**src/rtl/rgb_led_arbiter.sv**
```systemverilog
// Round-robin arbiter sharing one RGB LED among NREQ status sources, with a minimum dwell per grant.
// Optional per-requester blinking is built when RGB_ARB_BLINK_EN is defined.
module rgb_led_arbiter #(
    parameter int NREQ       = 4,
    parameter int DWELL      = 24_000_000,
    parameter int BLINK_HALF = 12_000_000
) (
    input  logic                i_clk,
    input  logic                i_rst_n,
    input  logic [NREQ-1:0]     i_req,
    input  logic [3*NREQ-1:0]   i_colour,
    input  logic [NREQ-1:0]     i_blink,
    output logic [NREQ-1:0]     o_gnt,
    output logic                o_ledr,
    output logic                o_ledg,
    output logic                o_ledb
);

    localparam int IW = (NREQ > 1) ? $clog2(NREQ) : 1;
    localparam int DW = $clog2(DWELL + 1);

    typedef enum logic [0:0] {
        IDLE  = 1'b0,
        GRANT = 1'b1
    } state_t;

    state_t          state_r, state_n;
    logic [IW-1:0]   idx_r, idx_n;
    logic [IW-1:0]   ptr_r, ptr_n;
    logic [DW-1:0]   dwell_r, dwell_n;
    logic [NREQ-1:0] gnt_r, gnt_n, others_s;
    logic [2:0]      led_r, led_n, col_s;
    logic [IW+1:0]   sh_s;
    logic [IW:0]     hit_s;
    logic            new_gnt_s, dwell_done_s, blank_s;

    // First set bit of req at or above start, with wrap-around; MSB flags a hit.
    function automatic logic [IW:0] pick(input logic [NREQ-1:0] req, input logic [IW-1:0] start);
        logic [IW:0]   res;
        logic [IW-1:0] idx;
        res = '0;
        for (int i = NREQ - 1; i >= 0; i--) begin
            idx = IW'((int'(start) + i) % NREQ);
            if (req[idx]) begin
                res = {1'b1, idx};
            end
        end
        return res;
    endfunction

    function automatic logic [IW-1:0] succ(input logic [IW-1:0] idx);
        return (idx == IW'(NREQ - 1)) ? IW'(0) : idx + IW'(1);
    endfunction

    assign dwell_done_s = (dwell_r >= DW'(DWELL - 1));
    assign others_s     = i_req & ~({{(NREQ-1){1'b0}}, 1'b1} << idx_r);

    // Arbitration: next state, next holder and whether a fresh grant starts.
    always_comb begin
        state_n   = state_r;
        idx_n     = idx_r;
        new_gnt_s = 1'b0;
        hit_s     = '0;
        case (state_r)
            IDLE: begin
                hit_s = pick(i_req, ptr_r);
                if (hit_s[IW]) begin
                    state_n   = GRANT;
                    idx_n     = hit_s[IW-1:0];
                    new_gnt_s = 1'b1;
                end else begin
                    state_n = IDLE;
                end
            end
            GRANT: begin
                if (!i_req[idx_r]) begin
                    hit_s = pick(i_req, succ(idx_r));
                    if (hit_s[IW]) begin
                        idx_n     = hit_s[IW-1:0];
                        new_gnt_s = 1'b1;
                    end else begin
                        state_n = IDLE;
                    end
                end else if (dwell_done_s) begin
                    // Holder is excluded so it only keeps the LED when nobody else wants it.
                    hit_s = pick(others_s, succ(idx_r));
                    if (hit_s[IW]) begin
                        idx_n     = hit_s[IW-1:0];
                        new_gnt_s = 1'b1;
                    end else begin
                        state_n = GRANT;
                    end
                end else begin
                    state_n = GRANT;
                end
            end
            default: begin
                state_n = IDLE;
            end
        endcase
    end

    // Pointer and saturating dwell counter for the upcoming cycle.
    always_comb begin
        if (new_gnt_s) begin
            ptr_n = succ(idx_n);
        end else begin
            ptr_n = ptr_r;
        end
        if (new_gnt_s || (state_n != GRANT)) begin
            dwell_n = '0;
        end else if (dwell_r == DW'(DWELL)) begin
            dwell_n = dwell_r;
        end else begin
            dwell_n = dwell_r + DW'(1);
        end
    end

`ifdef RGB_ARB_BLINK_EN
    localparam int BW = (BLINK_HALF > 1) ? $clog2(BLINK_HALF) : 1;

    logic [BW-1:0] blink_cnt_r, blink_cnt_n;
    logic          phase_r, phase_n;

    // Blink phase restarts "on" with each grant and flips every BLINK_HALF cycles.
    always_comb begin
        if (new_gnt_s || (state_n != GRANT)) begin
            blink_cnt_n = '0;
            phase_n     = 1'b1;
        end else if (blink_cnt_r == BW'(BLINK_HALF - 1)) begin
            blink_cnt_n = '0;
            phase_n     = ~phase_r;
        end else begin
            blink_cnt_n = blink_cnt_r + BW'(1);
            phase_n     = phase_r;
        end
        blank_s = i_blink[idx_n] & ~phase_n;
    end

    // Blink counter and phase registers.
    always_ff @(posedge i_clk or negedge i_rst_n) begin
        if (!i_rst_n) begin
            blink_cnt_r <= '0;
            phase_r     <= 1'b1;
        end else begin
            blink_cnt_r <= blink_cnt_n;
            phase_r     <= phase_n;
        end
    end
`else
    logic unused_blink_s;
    assign unused_blink_s = (^i_blink) ^ (BLINK_HALF > 0);
    assign blank_s        = 1'b0;
`endif

    // Next registered outputs: grant one-hot and the holder's colour, gated by blink.
    always_comb begin
        sh_s  = {2'b00, idx_n} + {1'b0, idx_n, 1'b0};
        col_s = 3'(i_colour >> sh_s);
        if (state_n == GRANT) begin
            gnt_n = {{(NREQ-1){1'b0}}, 1'b1} << idx_n;
            led_n = col_s & ~{3{blank_s}};
        end else begin
            gnt_n = '0;
            led_n = 3'b000;
        end
    end

    // State, pointer, dwell and output registers.
    always_ff @(posedge i_clk or negedge i_rst_n) begin
        if (!i_rst_n) begin
            state_r <= IDLE;
            idx_r   <= '0;
            ptr_r   <= '0;
            dwell_r <= '0;
            gnt_r   <= '0;
            led_r   <= 3'b000;
        end else begin
            state_r <= state_n;
            idx_r   <= idx_n;
            ptr_r   <= ptr_n;
            dwell_r <= dwell_n;
            gnt_r   <= gnt_n;
            led_r   <= led_n;
        end
    end

    assign o_gnt  = gnt_r;
    assign o_ledr = led_r[2];
    assign o_ledg = led_r[1];
    assign o_ledb = led_r[0];

endmodule

```
**config.mk**
```make
export PLATFORM = sky130hd
export DESIGN_NAME = rgb_led_arbiter
export DESIGN_NICKNAME = d
export VERILOG_FILES = /design/src/rtl/rgb_led_arbiter.sv
export SDC_FILE = /design/constraint.sdc
export NUM_CORES = 1
export LEC_CHECK = 0
export BUFFER_PORTS_ARGS = -buffer_cell sky130_fd_sc_hd__buf_2
export CAP_MARGIN = 20
export CELL_PAD_IN_SITES_DETAIL_PLACEMENT = 0
export CELL_PAD_IN_SITES_GLOBAL_PLACEMENT = 2
export CORE_MARGIN = 5
export CORE_UTILIZATION = 36
export DETAILED_ROUTE_END_ITERATION = 7
export PLACE_DENSITY_LB_ADDON = 0.1
export SYNTH_ARGS = -nofsm -noshare
export SYNTH_HDL_FRONTEND = slang
export SYNTH_SLANG_ARGS = --single-unit
```
**constraint.sdc**
```tcl
create_clock -name i_clk -period 5.3 [get_ports i_clk]
set_input_delay 0 -clock i_clk [delete_from_list [all_inputs] [get_ports i_clk]]
set_output_delay 0 -clock i_clk [all_outputs]
set_load 0.005 [all_outputs]
```
==> results.md <==
| Quantity | Value |
|---|---|
| CTS hold repair buffers | 2 |
| Worst setup slack before clock tree synthesis | 1080 ps |
| First-pass GRT wire length | 10.3 mm |
| Dominant register cell in the synthesized netlist | dfrtp_1 |
| Part of the cycle the worst path needs | 80.1% |
| Post-synthesis mux area share | 8.68% |
| Initial core utilization | 36.7% |
| Adder and majority gate portion of the synthesized area | 5.19% |
| Type of the setup path with the least slack | flop to flop |
| Result of the run | completed |
| Number of antenna violations at the first check in global routing | 0 |
| Maximum capacitance violations | 0 |
| Ratio of cells with drive above 1 in the final layout | 15.6% |
| Setup violation total in the final timing report | 0 |
| Syn. warnings | 0 |
| Unrepaired setup endpoints after global routing | false |
| CTS Buf Count | 5 |
| Number of routed nets with antenna violations | 0 |
| Slowest stage cell on the critical path | dfrtp_1 |
| Max Clk Rate | 236 MHz |
| Cells along the critical path | inv_1 > ha_1 > or3b_1 > a21o_1 > a21oi_1 > o22ai_1 > mux2_2 > a221o_1 > nand2_1 > o21a_1 > ha_1 > inv_1 > nand2_1 > mux2_2 > o32ai_1 > a221o_1 |
| Die H | 95.8 um |
| Count of state elements after synthesis | 37 |
| Per-instance average area after synthesis | 8.99 um2 |
| Routed via count divided by cell count | 5.07 |
| Maximum number of pins on one net before global-route repair | 38 |
| Clk sinks | 37 |
| Resize count post-CTS | 0 |
| Async set or reset register ratio after synthesis | 100% |
| Vias after detailed routing | 2123 |
| Simple-Gate Fraction of Synth Area | 25.9% |
| Max FO, Critical Path | 13 |
| Depth of the worst hold-timing path | 3 |
| Core box area | 0.00721 mm2 |
| Static Leakage | 1.29 nW |
| Post-CTS setup buffer count | 0 |
| Post-DR wirelength/cell | 14.4 um |
| Post-synthesis cell type count | 57 |
| Final global-route overflow total | 0 |
| Time the final worst path needs with I/O delays and setup | 4240 ps |
| Number of primary I/O pins | 29 |
| Worst-Margin Slew | 858 ps |
| Power per Cell Area | 483 mW/mm2 |
| Antenna cell count | 0 |
| Filler Cell Count | 780 |
| Skew-Pair Late Insertion Delay | 290 ps |
| Sequential fraction of the synthesis area | 34.9% |
| Fin Setup TNS | 0 ps |
| Maximum clock insertion buffer count | 2 |
| CP endpoint kind | flop |
| CTS tree | done |
| Clock transition time at the flip-flop clock pins of the worst setup and hold paths | 80 ps |
| Worst reg2reg path endpoint | led_r[1]$_DFF_PN0_ |
| Half-perimeter wire length after detailed placement | 4.33 mm |
| Die area | 0.00918 mm2 |
| Port Buf Inserts | 24 |
| Number of standard-cell rows in the floorplan | 31 |
| Horizontal extent of the die | 95.8 um |
| Reg2reg setup slack | 1060 ps |
| Nature of the critical path startpoint | flop |
| Compound-Gate Fraction of Synth Area | 14.1% |
| CTS Root Buffer Type | clkbuf_8 |
| Slew headroom | 42.8% |
| CP Data Arrival Time | 4480 ps |
| Number of levels in the clock H-tree | 2 |
| Overall routing resource usage | 14.3% |
| Class of the worst hold path | input pin to flop |
| Post-synthesis instance area | 0.00265 mm2 |
| Endpoints failing hold | 0 |
| Peak supply drop | 0.235 mV |
| Worst min-delay path startpoint | i_colour[8] |
| Commonest non-fill, non-tap cells in the layout | nor2_1 (43), dfrtp_1 (37), buf_2 (24) |
| Depth of the worst register-to-register path | 16 |
| XOR/XNOR Fraction of Synth Area | 6.94% |
| Max-slew violation total from the final report | 0 |
| Vias in the first global route | 2187 |
| Worst clock skew | 6.98 ps |
| Initial DRC count | 56 |
| Count of flip-flops with a built-in enable after synthesis | 0 |
| Peak per-stage delay on the critical path | 640 ps |
| End point of the worst hold path | led_r[2]$_DFF_PN0_ |
| Critical register-to-register path startpoint | idx_r[0]$_DFF_PN0_ |
| Fin worst setup slack | 1060 ps |
| Total Nets Final | 352 |
| Leading cell type in the layout, fill and taps excluded | nor2_1 |
| Final wirelength | 6.05 mm |
| Worst endpoint required time | 5530 ps |
| Nets in the synthesized netlist | 328 |
| Largest family of logic cells by synthesized area | simple AND/OR/NAND/NOR gates |
| Routability-driven placement congestion ratio | 0.775 |
| Layout Area Growth over Synthesis | 11.4% |
| Count of TritonRoute iterations in the first routing pass | 4 |
| Mapped Cells | 295 |
| Drt drc | 0 |
-- synth_stat cells (all sizes together) (4+ instances only) --
master,number,area [um2]
dfrtp,37,926
nor4,6,58.8
o31ai,5,51.3
clkbuf,5,18.8
inv,14,52.6
nand2,19,71.3
ha,11,138
mux2,4,45.0
nor3,7,35.0
o21ai,5,25.0
xor2,15,131
mux2i,14,140
and3,4,25.0
xnor2,6,52.6
nand3,16,80.1
nand4,6,43.8
o22ai,4,25.0
nor2,44,168
nor2b,5,31.3
nand2b,5,31.3
buf,6,43.8
a21oi,13,65.1
and2,5,31.3
-- how the worst max path moves through the flow --
stage	startpoint	end	slack, ps	depth (start not counted)
floorplan	idx_r[0]$_DFF_PN0_	led_r[2]$_DFF_PN0_	1560	16
global placement	idx_r[0]$_DFF_PN0_	led_r[1]$_DFF_PN0_	1010	16
detailed placement	idx_r[0]$_DFF_PN0_	led_r[1]$_DFF_PN0_	1080	16
CTS	idx_r[0]$_DFF_PN0_	led_r[1]$_DFF_PN0_	1030	16
global route	idx_r[0]$_DFF_PN0_	led_r[1]$_DFF_PN0_	720	16
finish	idx_r[0]$_DFF_PN0_	led_r[1]$_DFF_PN0_	1060	16
-- kinds of logic (layout without fill, tap and decap cells) --
family          after synthesis  in the layout
mux                          20             20
simple gates                131            131
flops                        37             37
xor+xnor                     21             21
fa+ha+maj                    11             11
buf+inv                      25             50
compound gates               50             50
-- through the flow --
step | instances | hold WS (ps) | instance area [um2] | utilization (%) | total power, mW
after global placement | 409 | 165 | 2850 | 39.5 | 1.25
final | 419 | 54.7 | 2950 | 40.9 | 1.43
after CTS | 419 | 55.5 | 2950 | 40.9 | 1.45
after detailed placement | 409 | 168 | 2850 | 39.5 | 1.24
after global routing | 419 | 67.9 | 2950 | 40.9 | 1.56
after floorplan | 295 | -296 | 2650 | - | 1.05
-- per-layer routing --
metal / GRT usage [%] / vias up / routed length [um]
li1: - / 1105 / -
met1: 18.9 / 990 / 2940
met2: 23.1 / 23 / 2900
met3: 2.81 / 5 / 148
met4: 4.98 / 0 / 56
met5: 0 / - / 0
-- report_power, final --
group / internal (mW) / switching (mW) / leakage (nW)
combinational: 0.367 / 0.479 / 0.756
sequential: 0.333 / 0.0510 / 0.490
clock: 0.0908 / 0.106 / 0.0439
-- critical path: cells and delay by family (launching register included) --
family / cells / cell delay (ps)
mux: 2 / 530
simple gates: 3 / 500
flops: 1 / 640
buf+inv: 2 / 420
fa+ha+maj: 2 / 670
compound gates: 7 / 1420
-- registers in the layout, indices dropped and copies added (netlist names) --
signal / flops
dwell_r: 25
o_gnt: 4
led_r: 3
idx_r: 2
ptr_r: 2
state_r: 1
-- layout make-up --
| type | count | area [um2] | share of cell area [%] |
|---|---|---|---|
| clock buffer | 5 | 68.8 | 2.33 |
| clock inverter | 3 | 17.5 | 0.593 |
| inverter | 14 | 52.6 | 1.78 |
| multi-input combinational | 233 | 1610 | 54.5 |
| sequential | 37 | 926 | 31.3 |
| tap | 99 | 124 | 4.19 |
| timing repair buffer | 28 | 155 | 5.25 |
(Power assumes the default switching activity.)
